===== config.mk =====
export PLATFORM = sky130hd
export DESIGN_NAME = pwm_cfg_parser
export DESIGN_NICKNAME = d
export VERILOG_FILES = /design/src/rtl/pwm_cfg_pkg.sv /design/src/rtl/pwm_cfg_timeout.sv /design/src/rtl/pwm_cfg_parser.sv
export SDC_FILE = /design/constraint.sdc
export NUM_CORES = 1
export LEC_CHECK = 0
export ABC_AREA = 0
export CELL_PAD_IN_SITES_DETAIL_PLACEMENT = 0
export CELL_PAD_IN_SITES_GLOBAL_PLACEMENT = 1
export CORE_AREA = 2 2 126 128
export CTS_CLUSTER_SIZE = 28
export DETAILED_ROUTE_END_ITERATION = 8
export DIE_AREA = 0 0 128 130
export GPL_ROUTABILITY_DRIVEN = 0
export PLACE_DENSITY_LB_ADDON = 0.1
export SLEW_MARGIN = 20
export SYNTH_ARGS = -nofsm -noshare
export SYNTH_HDL_FRONTEND = slang
export SYNTH_SLANG_ARGS = --single-unit

===== constraint.sdc =====
create_clock -name clk -period 4.4 [get_ports clk]
set_input_delay 0.44 -clock clk [delete_from_list [all_inputs] [get_ports clk]]
set_output_delay 0.44 -clock clk [all_outputs]
set_load 0.02 [all_outputs]

===== src/rtl/pwm_cfg_pkg.sv =====
// pwm_cfg_pkg -- shared definitions for the PWM configuration command path.
// Holds the frame constants, rejection codes, parser FSM state type and the
// PWM counter width that the per-channel PWM controllers also use.
package pwm_cfg_pkg;

  localparam logic [7:0] SYNC_BYTE = 8'hA5;
  localparam int         FRAME_LEN = 12;
  localparam int         PWM_CNT_W = 28;

  localparam logic [1:0] ERR_TIMEOUT = 2'd0;
  localparam logic [1:0] ERR_CSUM    = 2'd1;
  localparam logic [1:0] ERR_CHAN    = 2'd2;
  localparam logic [1:0] ERR_RANGE   = 2'd3;

  typedef enum logic [2:0] {
    ST_IDLE,
    ST_CHAN,
    ST_FLAGS,
    ST_PERIOD,
    ST_HLEVEL,
    ST_CSUM
  } cfg_state_t;

endpackage


===== src/rtl/pwm_cfg_timeout.sv =====
// pwm_cfg_timeout -- inter-byte idle timer for the config parser.
// Ports:
//   clk, rst  : clock, asynchronous active-high reset
//   en        : count while a frame is in progress
//   clr       : a byte arrived; restart the idle interval
//   expire    : single-cycle, TIMEOUT_CYCLES-1 cycles after the last clr with
//               no clr since; the parser registers it one cycle later, so the
//               visible error lands TIMEOUT_CYCLES cycles after the last byte
module pwm_cfg_timeout #(
  parameter int TIMEOUT_CYCLES = 100000
) (
  input  logic clk,
  input  logic rst,
  input  logic en,
  input  logic clr,
  output logic expire
);

  localparam int CNT_W = (TIMEOUT_CYCLES > 2) ? $clog2(TIMEOUT_CYCLES) : 1;
  localparam logic [CNT_W-1:0] LOAD_VAL = CNT_W'(TIMEOUT_CYCLES - 2);

  logic [CNT_W-1:0] cnt_q;

  always_ff @(posedge clk or posedge rst) begin
    if (rst) begin
      cnt_q <= '0;
    end else if (clr) begin
      cnt_q <= LOAD_VAL;
    end else if (en && (cnt_q != '0)) begin
      cnt_q <= cnt_q - 1'b1;
    end
  end

  // A byte in the expiry cycle itself suppresses the timeout.
  assign expire = en && !clr && (cnt_q == '0);

endmodule


===== src/rtl/pwm_cfg_parser.sv =====
// pwm_cfg_parser -- byte-stream command parser feeding the PWM channels.
// Frame: A5 | chan | flags(bit0=en) | period[31:0] MSB first |
//        hlevel[31:0] MSB first | xor of bytes 1..10.
// A good frame produces a one-cycle pwm_config_vld broadcast; a bad one a
// one-cycle frame_err with err_code (held until the next error).
// Build option: define PWM_CFG_TIMEOUT_EN to abort a stalled partial frame
// after TIMEOUT_CYCLES idle cycles (reported with err_code 0).
// Ports:
//   clk, rst            : clock, asynchronous active-high reset
//   rx_vld, rx_data     : received byte strobe and data
//   pwm_config_vld      : config broadcast valid pulse
//   pwm_config_channel  : target channel index
//   pwm_en              : PWM output enable
//   pwm_period          : period count threshold
//   pwm_hlevel          : high-level count threshold
//   frame_err, err_code : rejection pulse and reason
module pwm_cfg_parser
  import pwm_cfg_pkg::*;
#(
  parameter int NUM_CHANNELS   = 8,
  parameter int TIMEOUT_CYCLES = 100000
) (
  input  logic                 clk,
  input  logic                 rst,
  input  logic                 rx_vld,
  input  logic [7:0]           rx_data,
  output logic                 pwm_config_vld,
  output logic [7:0]           pwm_config_channel,
  output logic                 pwm_en,
  output logic [PWM_CNT_W-1:0] pwm_period,
  output logic [PWM_CNT_W-1:0] pwm_hlevel,
  output logic                 frame_err,
  output logic [1:0]           err_code
);

  if (NUM_CHANNELS < 1 || NUM_CHANNELS > 256) begin : g_bad_nch
    $error("pwm_cfg_parser: NUM_CHANNELS out of range");
  end
  if (TIMEOUT_CYCLES < 2) begin : g_bad_tmo
    $error("pwm_cfg_parser: TIMEOUT_CYCLES must be at least 2");
  end

  localparam logic [8:0] NUM_CH_W = 9'(NUM_CHANNELS);

  cfg_state_t  state_q, state_d;
  logic [1:0]  byte_cnt_q;
  logic [7:0]  chan_q;
  logic        en_q;
  logic [31:0] acc_q;
  logic [31:0] period_q;
  logic [7:0]  csum_q;
  logic        tmo_expire;

  logic        frame_done;
  logic        csum_bad;
  logic        chan_bad;
  logic        range_bad;

`ifdef PWM_CFG_TIMEOUT_EN
  pwm_cfg_timeout #(
    .TIMEOUT_CYCLES (TIMEOUT_CYCLES)
  ) u_timeout (
    .clk    (clk),
    .rst    (rst),
    .en     (state_q != ST_IDLE),
    .clr    (rx_vld),
    .expire (tmo_expire)
  );
`else
  assign tmo_expire = 1'b0;
`endif

  always_ff @(posedge clk or posedge rst) begin
    if (rst) begin
      state_q <= ST_IDLE;
    end else begin
      state_q <= state_d;
    end
  end

  always_comb begin
    state_d = state_q;
    if (rx_vld) begin
      case (state_q)
        ST_IDLE:   if (rx_data == SYNC_BYTE) state_d = ST_CHAN;
        ST_CHAN:   state_d = ST_FLAGS;
        ST_FLAGS:  state_d = ST_PERIOD;
        ST_PERIOD: if (byte_cnt_q == 2'd3) state_d = ST_HLEVEL;
        ST_HLEVEL: if (byte_cnt_q == 2'd3) state_d = ST_CSUM;
        ST_CSUM:   state_d = ST_IDLE;
        default:   state_d = ST_IDLE;
      endcase
    end else if (tmo_expire) begin
      state_d = ST_IDLE;
    end
  end

  // In CSUM the accumulator holds hlevel; period was captured on its 4th byte.
  assign frame_done = rx_vld && (state_q == ST_CSUM);
  assign csum_bad   = (csum_q != rx_data);
  assign chan_bad   = ({1'b0, chan_q} >= NUM_CH_W);
  assign range_bad  = (period_q[31:28] != 4'd0) || (acc_q[31:28] != 4'd0);

  always_ff @(posedge clk or posedge rst) begin
    if (rst) begin
      byte_cnt_q <= '0;
      chan_q     <= '0;
      en_q       <= 1'b0;
      acc_q      <= '0;
      period_q   <= '0;
      csum_q     <= '0;
    end else if (rx_vld) begin
      case (state_q)
        ST_CHAN: begin
          chan_q <= rx_data;
          csum_q <= rx_data;
        end
        ST_FLAGS: begin
          en_q       <= rx_data[0];
          csum_q     <= csum_q ^ rx_data;
          byte_cnt_q <= '0;
        end
        ST_PERIOD, ST_HLEVEL: begin
          acc_q      <= {acc_q[23:0], rx_data};
          csum_q     <= csum_q ^ rx_data;
          byte_cnt_q <= byte_cnt_q + 2'd1;
          if (state_q == ST_PERIOD && byte_cnt_q == 2'd3) begin
            period_q <= {acc_q[23:0], rx_data};
          end
        end
        default: ;
      endcase
    end
  end

  always_ff @(posedge clk or posedge rst) begin
    if (rst) begin
      pwm_config_vld     <= 1'b0;
      pwm_config_channel <= '0;
      pwm_en             <= 1'b0;
      pwm_period         <= '0;
      pwm_hlevel         <= '0;
      frame_err          <= 1'b0;
      err_code           <= ERR_TIMEOUT;
    end else begin
      pwm_config_vld <= 1'b0;
      frame_err      <= 1'b0;
      if (frame_done) begin
        if (csum_bad) begin
          frame_err <= 1'b1;
          err_code  <= ERR_CSUM;
        end else if (chan_bad) begin
          frame_err <= 1'b1;
          err_code  <= ERR_CHAN;
        end else if (range_bad) begin
          frame_err <= 1'b1;
          err_code  <= ERR_RANGE;
        end else begin
          pwm_config_vld     <= 1'b1;
          pwm_config_channel <= chan_q;
          pwm_en             <= en_q;
          pwm_period         <= period_q[PWM_CNT_W-1:0];
          pwm_hlevel         <= acc_q[PWM_CNT_W-1:0];
        end
      end else if (tmo_expire) begin
        frame_err <= 1'b1;
        err_code  <= ERR_TIMEOUT;
      end
    end
  end

endmodule

==> reports/qor.yml, run 1 <==
status: "finished clean"
min_period_over_period_pct: 59.2
cts_tree: "built"
yosysWarnings: 0
yosys.cell_types.count: 36
dieHeight_um: 130
setup_tns_ns: 0
cts_resized: 0
dp.cells: 678
initial_core_util_pct: 39.6
path_clk_slew_ns: 0.06
grt_usage_pct: 15.8
fin_ws_ns: 1.80
drive_above_1_share_pct: 26.1
synth_nets: 433
holdBufCountCts: 0
synth_cells: 421
cts-root-buf: "clkbuf_16"
cp.arrival_ns: 2.90
cts_setup_buffers: 0
rsz0062_at_grt: "false"
fp.coreArea_um2: 15400
port_buffers: 79
dr_total_vias: 3510
instances_no_fill: 710
fmax_mhz: 384
dp_hpwl_mm: 7.67
cts_buffer_depth: 2
grt_pass1_wl_mm: 19.9
ir_drop_mv: 0.269
pre_cts_ws_ns: 1.46
drt_wl_total_mm: 12.0
tightest_slew_ns: 0.806
setup_violations: 0
rows: 46
top_level_ports: 80
drv_cap: 0
start_kind: "flop"
max_stage_delay_ns: 0.56
syn-cell-area_um2: 6110
ys_seq_area_share_pct: 63.5
hold_violations: 0
crit_type: "flop to flop"
required_ns: 4.70
clkLatencyLatePin_ns: 0.42
ys_ff_latch: 155
syn_area_per_cell_um2: 14.5
vias_per_cell: 4.94
firstDrtPassIters: 4
slowest_stage: "or4_4"
fin_nets: 517
hp-class: "flop to flop"
ant_nets: 0
wl_per_cell_um: 16.9
die-area_um2: 16600
antenna_found_initial: 0
p_leak_nw: 3.63
critPathMaxFanout: 37
r2r_setup_slack_ns: 1.80
grt_pass1_vias: 3732
path_delay_family: "simple AND/OR/NAND/NOR gates"
end_kind: "flop"
drv_slew: 0
drc: 0
fin_worst_skew_ns: 0.00577
grt_max_degree: 156
period_minus_slack_ns: 2.60
p_per_area_nw_per_um2: 573
grt_overflow_total: 0
htreeDepth: 4
area_delta_synth_final_pct: 26.0
die_w_um: 128
path_cells: "or4_4, nor4_4, nor4b_4, buf_4, mux2_2"
diodes: 0
clock_sinks: 155
drt-initial-drc-count: 203
max_slew_margin_pct: 46.3
cts_buffers: 17
path_buf_inv: 1
cell type report:
cell class	count	area (um^2)
clock inverters	13	149
flip-flops and latches	155	3880
inverters	3	15.0
well taps	192	240
repair buffers	85	848
fillers	1347	7730
clock buffers	19	453
multi-input cells	243	2110
final timing paths:
path | to | cells after the start | start
worst min-delay path | chan_q[2]$_DFFE_PP0P_ | 2 | chan_q[2]$_DFFE_PP0P_
min in group asynchronous | pwm_period[25]$_DFFE_PP0P_ | 3 | rst
worst max-delay path | pwm_period[14]$_DFFE_PP0P_ | 5 | chan_q[4]$_DFFE_PP0P_
worst min register to register | chan_q[2]$_DFFE_PP0P_ | 2 | chan_q[2]$_DFFE_PP0P_
max in group asynchronous | period_q[8]$_DFFE_PP0P_ | 3 | rst
worst max register to register | pwm_period[14]$_DFFE_PP0P_ | 5 | chan_q[4]$_DFFE_PP0P_
sequential cells by signal, indices dropped and copies added, names as in the netlist, 2 cells and up:
name and cells:
byte_cnt_q 2, err_code 2, period_q 32, chan_q 8
pwm_hlevel 28, csum_q 8, pwm_config_channel 8, state_q 3
pwm_period 28, acc_q 32
Yosys cell counts, drive strengths merged:
library cell / count / area (um^2)
a31oi: 1 / 6.26
nand2: 50 / 188
nor2: 6 / 22.5
a21oi: 3 / 15.0
nor4b: 1 / 23.8
xor2: 8 / 70.1
or3: 2 / 12.5
a221o: 1 / 10.0
nand2b: 2 / 12.5
clkbuf: 10 / 37.5
nand4: 3 / 18.8
dfrtp: 155 / 3880
or4: 3 / 26.3
a32oi: 1 / 8.76
o22a: 1 / 8.76
o21ai: 6 / 30.0
o22ai: 1 / 6.26
and3: 1 / 6.26
o32a: 1 / 10.0
xnor2: 8 / 70.1
nand3: 2 / 10.0
mux2: 126 / 1420
buf: 10 / 73.8
nor4: 1 / 21.3
a2bb2oi: 1 / 8.76
nor2b: 8 / 50.1
ha: 1 / 12.5
nor3: 1 / 5.00
inv: 3 / 11.3
and4: 2 / 17.5
nor4bb: 2 / 20.0
kinds of logic after synthesis:
kind of cell / synth area share (%)
AO/OA/AOI/OAI: 1.70
XOR/XNOR: 2.29
adder cells (fa/ha/maj): 0.205
buffers and inverters: 2.01
flip-flops: 63.5
multiplexers: 23.2
AND/OR/NAND/NOR: 7.10
routing by layer:
metal / up-vias / global-route usage (%) / routed length, um
met5: - / 0 / 0
met4: 0 / 5.82 / 185
met3: 13 / 3.81 / 381
met2: 66 / 24.5 / 5690
met1: 1806 / 21.8 / 5750
li1: 1625 / - / -
metrics by stage:
stage,power [W],instance area [um^2],utilization (%),hold slack (ns)
after global routing,0.00467,7700,49.9,0.502
after CTS,0.00447,7690,49.9,0.489
after detailed placement,0.00298,7090,46.0,0.474
final,0.00441,7700,49.9,0.481
after floorplan,0.00270,6110,-,0.440
after global placement,0.00294,7090,46.0,0.457
worst reg2reg max path: stages, from the launching register on:
cell and delay, ns:
dfrtp_1 0.39, or4_4 0.56, nor4_4 0.39, nor4b_4 0.28
buf_4 0.46, mux2_2 0.41
placed cells by master, fill, tap and decap left out, types with 7 or more instances in the layout:
cell	n
clkbuf_16	17
clkinv_2	7
dfrtp_1	155
clkdlybuf4s50_1	79
mux2_1	34
xor2_1	8
mux2_2	92
xnor2_1	8
nor2b_1	8
nand2_1	50
power breakdown:
group	switching (W)	internal (W)
Combinational	0.000363	0.000465
Sequential	0.000316	0.00179
Clock	0.000561	0.000915
(Power assumes the default switching activity.)
==> run 2, diff against run 1 <==
Settings changed: CORE_AREA 2 2 126 128 to 2 2 120 122, DIE_AREA 0 0 128 130 to 0 0 122 124.
Clock period 4.4 ns to 2.5 ns, I/O delays scaled along.
==> run 2 against run 1 <==
Flip-flop and latch count is the same. Clock power grew 84%. Die area is 9.1% lower. Maximum frequency is 11% higher. First-iteration DRC count shrank 26%. Via count increased by 2.5%. Critical path depth is 1 higher. Global-route usage rose by 1.9 points. Setup slack lost 1.7 ns. Non-clock buffer count is 17 higher. Combinational power is 87% higher. Sequential power grew 74%. Critical endpoint is now pwm_period[17]$_DFFE_PP0P_. Largest power group unchanged.
==> reports/qor.yml, run 2 (same netlist as run 1, synthesis figures left out) <==
status: "finished clean"
setup_tns_ns: 0
routed-wl-met2_mm: 5.88
diodes: 0
r2r-end: "pwm_period[17]$_DFFE_PP0P_"
cp.arrival_ns: 2.66
wl_per_cell_um: 17.0
drv_cap: 0
fin_worst_skew_ns: 0.0104
end_kind: "flop"
max_slew_margin_pct: 60.9
p_per_area_nw_per_um2: 1010
ant_nets: 0
final_cell_mix: "dfrtp_1, mux2_2, clkdlybuf4s50_1"
path_delay_family: "simple AND/OR/NAND/NOR gates"
path_buf_inv: 2
port_buffers: 79
multi_input_area_um2: 2110
start_kind: "flop"
fin_ws_ns: 0.144
grt_usage_pct: 17.6
p_leak_nw: 3.75
dp.cells: 680
cts_buffer_depth: 2
cts_tree: "built"
clkLatencyLatePin_ns: 0.42
dr_total_vias: 3597
fin_util_pct: 57.6
r2r_setup_slack_ns: 0.14
hold_ws_ns: 0.0883
antenna_found_initial: 0
reg2reg_from: "chan_q[4]$_DFFE_PP0P_"
top_layer_used: "met4"
grt_pass1_wl_mm: 19.7
fin_nets: 534
final_common_cell: "dfrtp_1"
dr_wl_met3_um: 478
max_stage_delay_ns: 0.56
rows: 43
drc: 0
fmax_mhz: 424
min_period_over_period_pct: 94.2
instances_no_fill: 715
clock_sinks: 155
critPathMaxFanout: 19
hold_violations: 0
reg2reg_depth: 6
cts_buffers: 17
dp_hpwl_mm: 8.10
vias_per_cell: 5.03
grt_pass1_vias: 3708
crit_type: "flop to flop"
firstDrtPassIters: 4
die-area_um2: 15100
path_clk_slew_ns: 0.06
rsz0062_at_grt: "false"
path_cells: "or4_4, nor4_4, nor4b_4, buf_4, buf_12, mux2_2"
grt_overflow_total: 0
period_minus_slack_ns: 2.36
setup_violations: 0
htreeDepth: 4
met1_length_mm: 5.54
drt_wl_total_mm: 12.2
initial_core_util_pct: 44.5
die_w_um: 122
drive_above_1_share_pct: 28.0
tightest_slew_ns: 0.586
drt-initial-drc-count: 151
drv_slew: 0
pre_cts_ws_ns: 0.0555
cts-root-buf: "clkbuf_16"
top_level_ports: 80
reg_top3: "acc_q (32), period_q (32)"
cts_resized: 0
ir_drop_mv: 0.465
dieHeight_um: 124
hp-class: "input pin to asynchronous set/reset pin"
seqCellArea_um2: 3880
grt_max_degree: 63
slowest_stage: "or4_4"
fillers: 1132
required_ns: 2.80
area_delta_synth_final_pct: 29.4
fp.coreArea_um2: 13700
run 2: changes by cell type in the layout (fill, tap and decap cells not counted), sizes merged:
cell      change
buf          +16
clkbuf        +3
clkinvlp      +1
bufinv        +1
clkinv        -4
run 2: worst reg2reg max path: cells and delay by family (launching register included):
kind,cells,cell delay (ns)
simple gates,3,1.14
flops,1,0.38
buf+inv,2,0.36
mux,1,0.36
run 2: layer usage:
metal,up-vias,global-route usage (%)
met5,-,0
met4,0,7.47
met3,23,4.62
met2,80,27.6
met1,1823,23.4
li1,1671,-
run 2: metrics by stage:
step,instance area (um^2),total power [W]
after floorplan,6110,0.00475
after global placement,7230,0.00522
after detailed placement,7230,0.00529
after CTS,7870,0.00806
after global routing,7910,0.00841
final,7910,0.00796
run 2: area by class of cell:
type / count / share of cell area [%]
clock buffers: 21 / 5.95
clock inverters: 11 / 2.10
inverters: 3 / 0.190
multi-input cells: 243 / 26.7
flip-flops and latches: 155 / 49.0
well taps: 180 / 2.85
repair buffers: 102 / 13.2
run 2: worst max-delay path by stage:
stage,from,endpoint,cells past startpoint
after floorplan,chan_q[4]$_DFFE_PP0P_,pwm_hlevel[10]$_DFFE_PP0P_,6
after global placement,chan_q[4]$_DFFE_PP0P_,pwm_period[19]$_DFFE_PP0P_,5
after detailed placement,chan_q[4]$_DFFE_PP0P_,pwm_period[12]$_DFFE_PP0P_,5
after CTS,chan_q[4]$_DFFE_PP0P_,pwm_period[12]$_DFFE_PP0P_,5
after global routing,chan_q[4]$_DFFE_PP0P_,pwm_hlevel[27]$_DFFE_PP0P_,6
final,chan_q[4]$_DFFE_PP0P_,pwm_period[17]$_DFFE_PP0P_,6
run 2: what timing repair did:
item                       4_1_cts  5_1_grt
hold buffers                     0        0
setup endpoints to repair        0        4
buffers inserted                 0        2
run 2: power by group:
part	total, W	internal [W]	switching, W
logic	0.00155	0.000871	0.000679
clock network	0.00273	0.00175	0.000985
registers	0.00368	0.00316	0.000529
total	0.00796	0.00577	0.00219
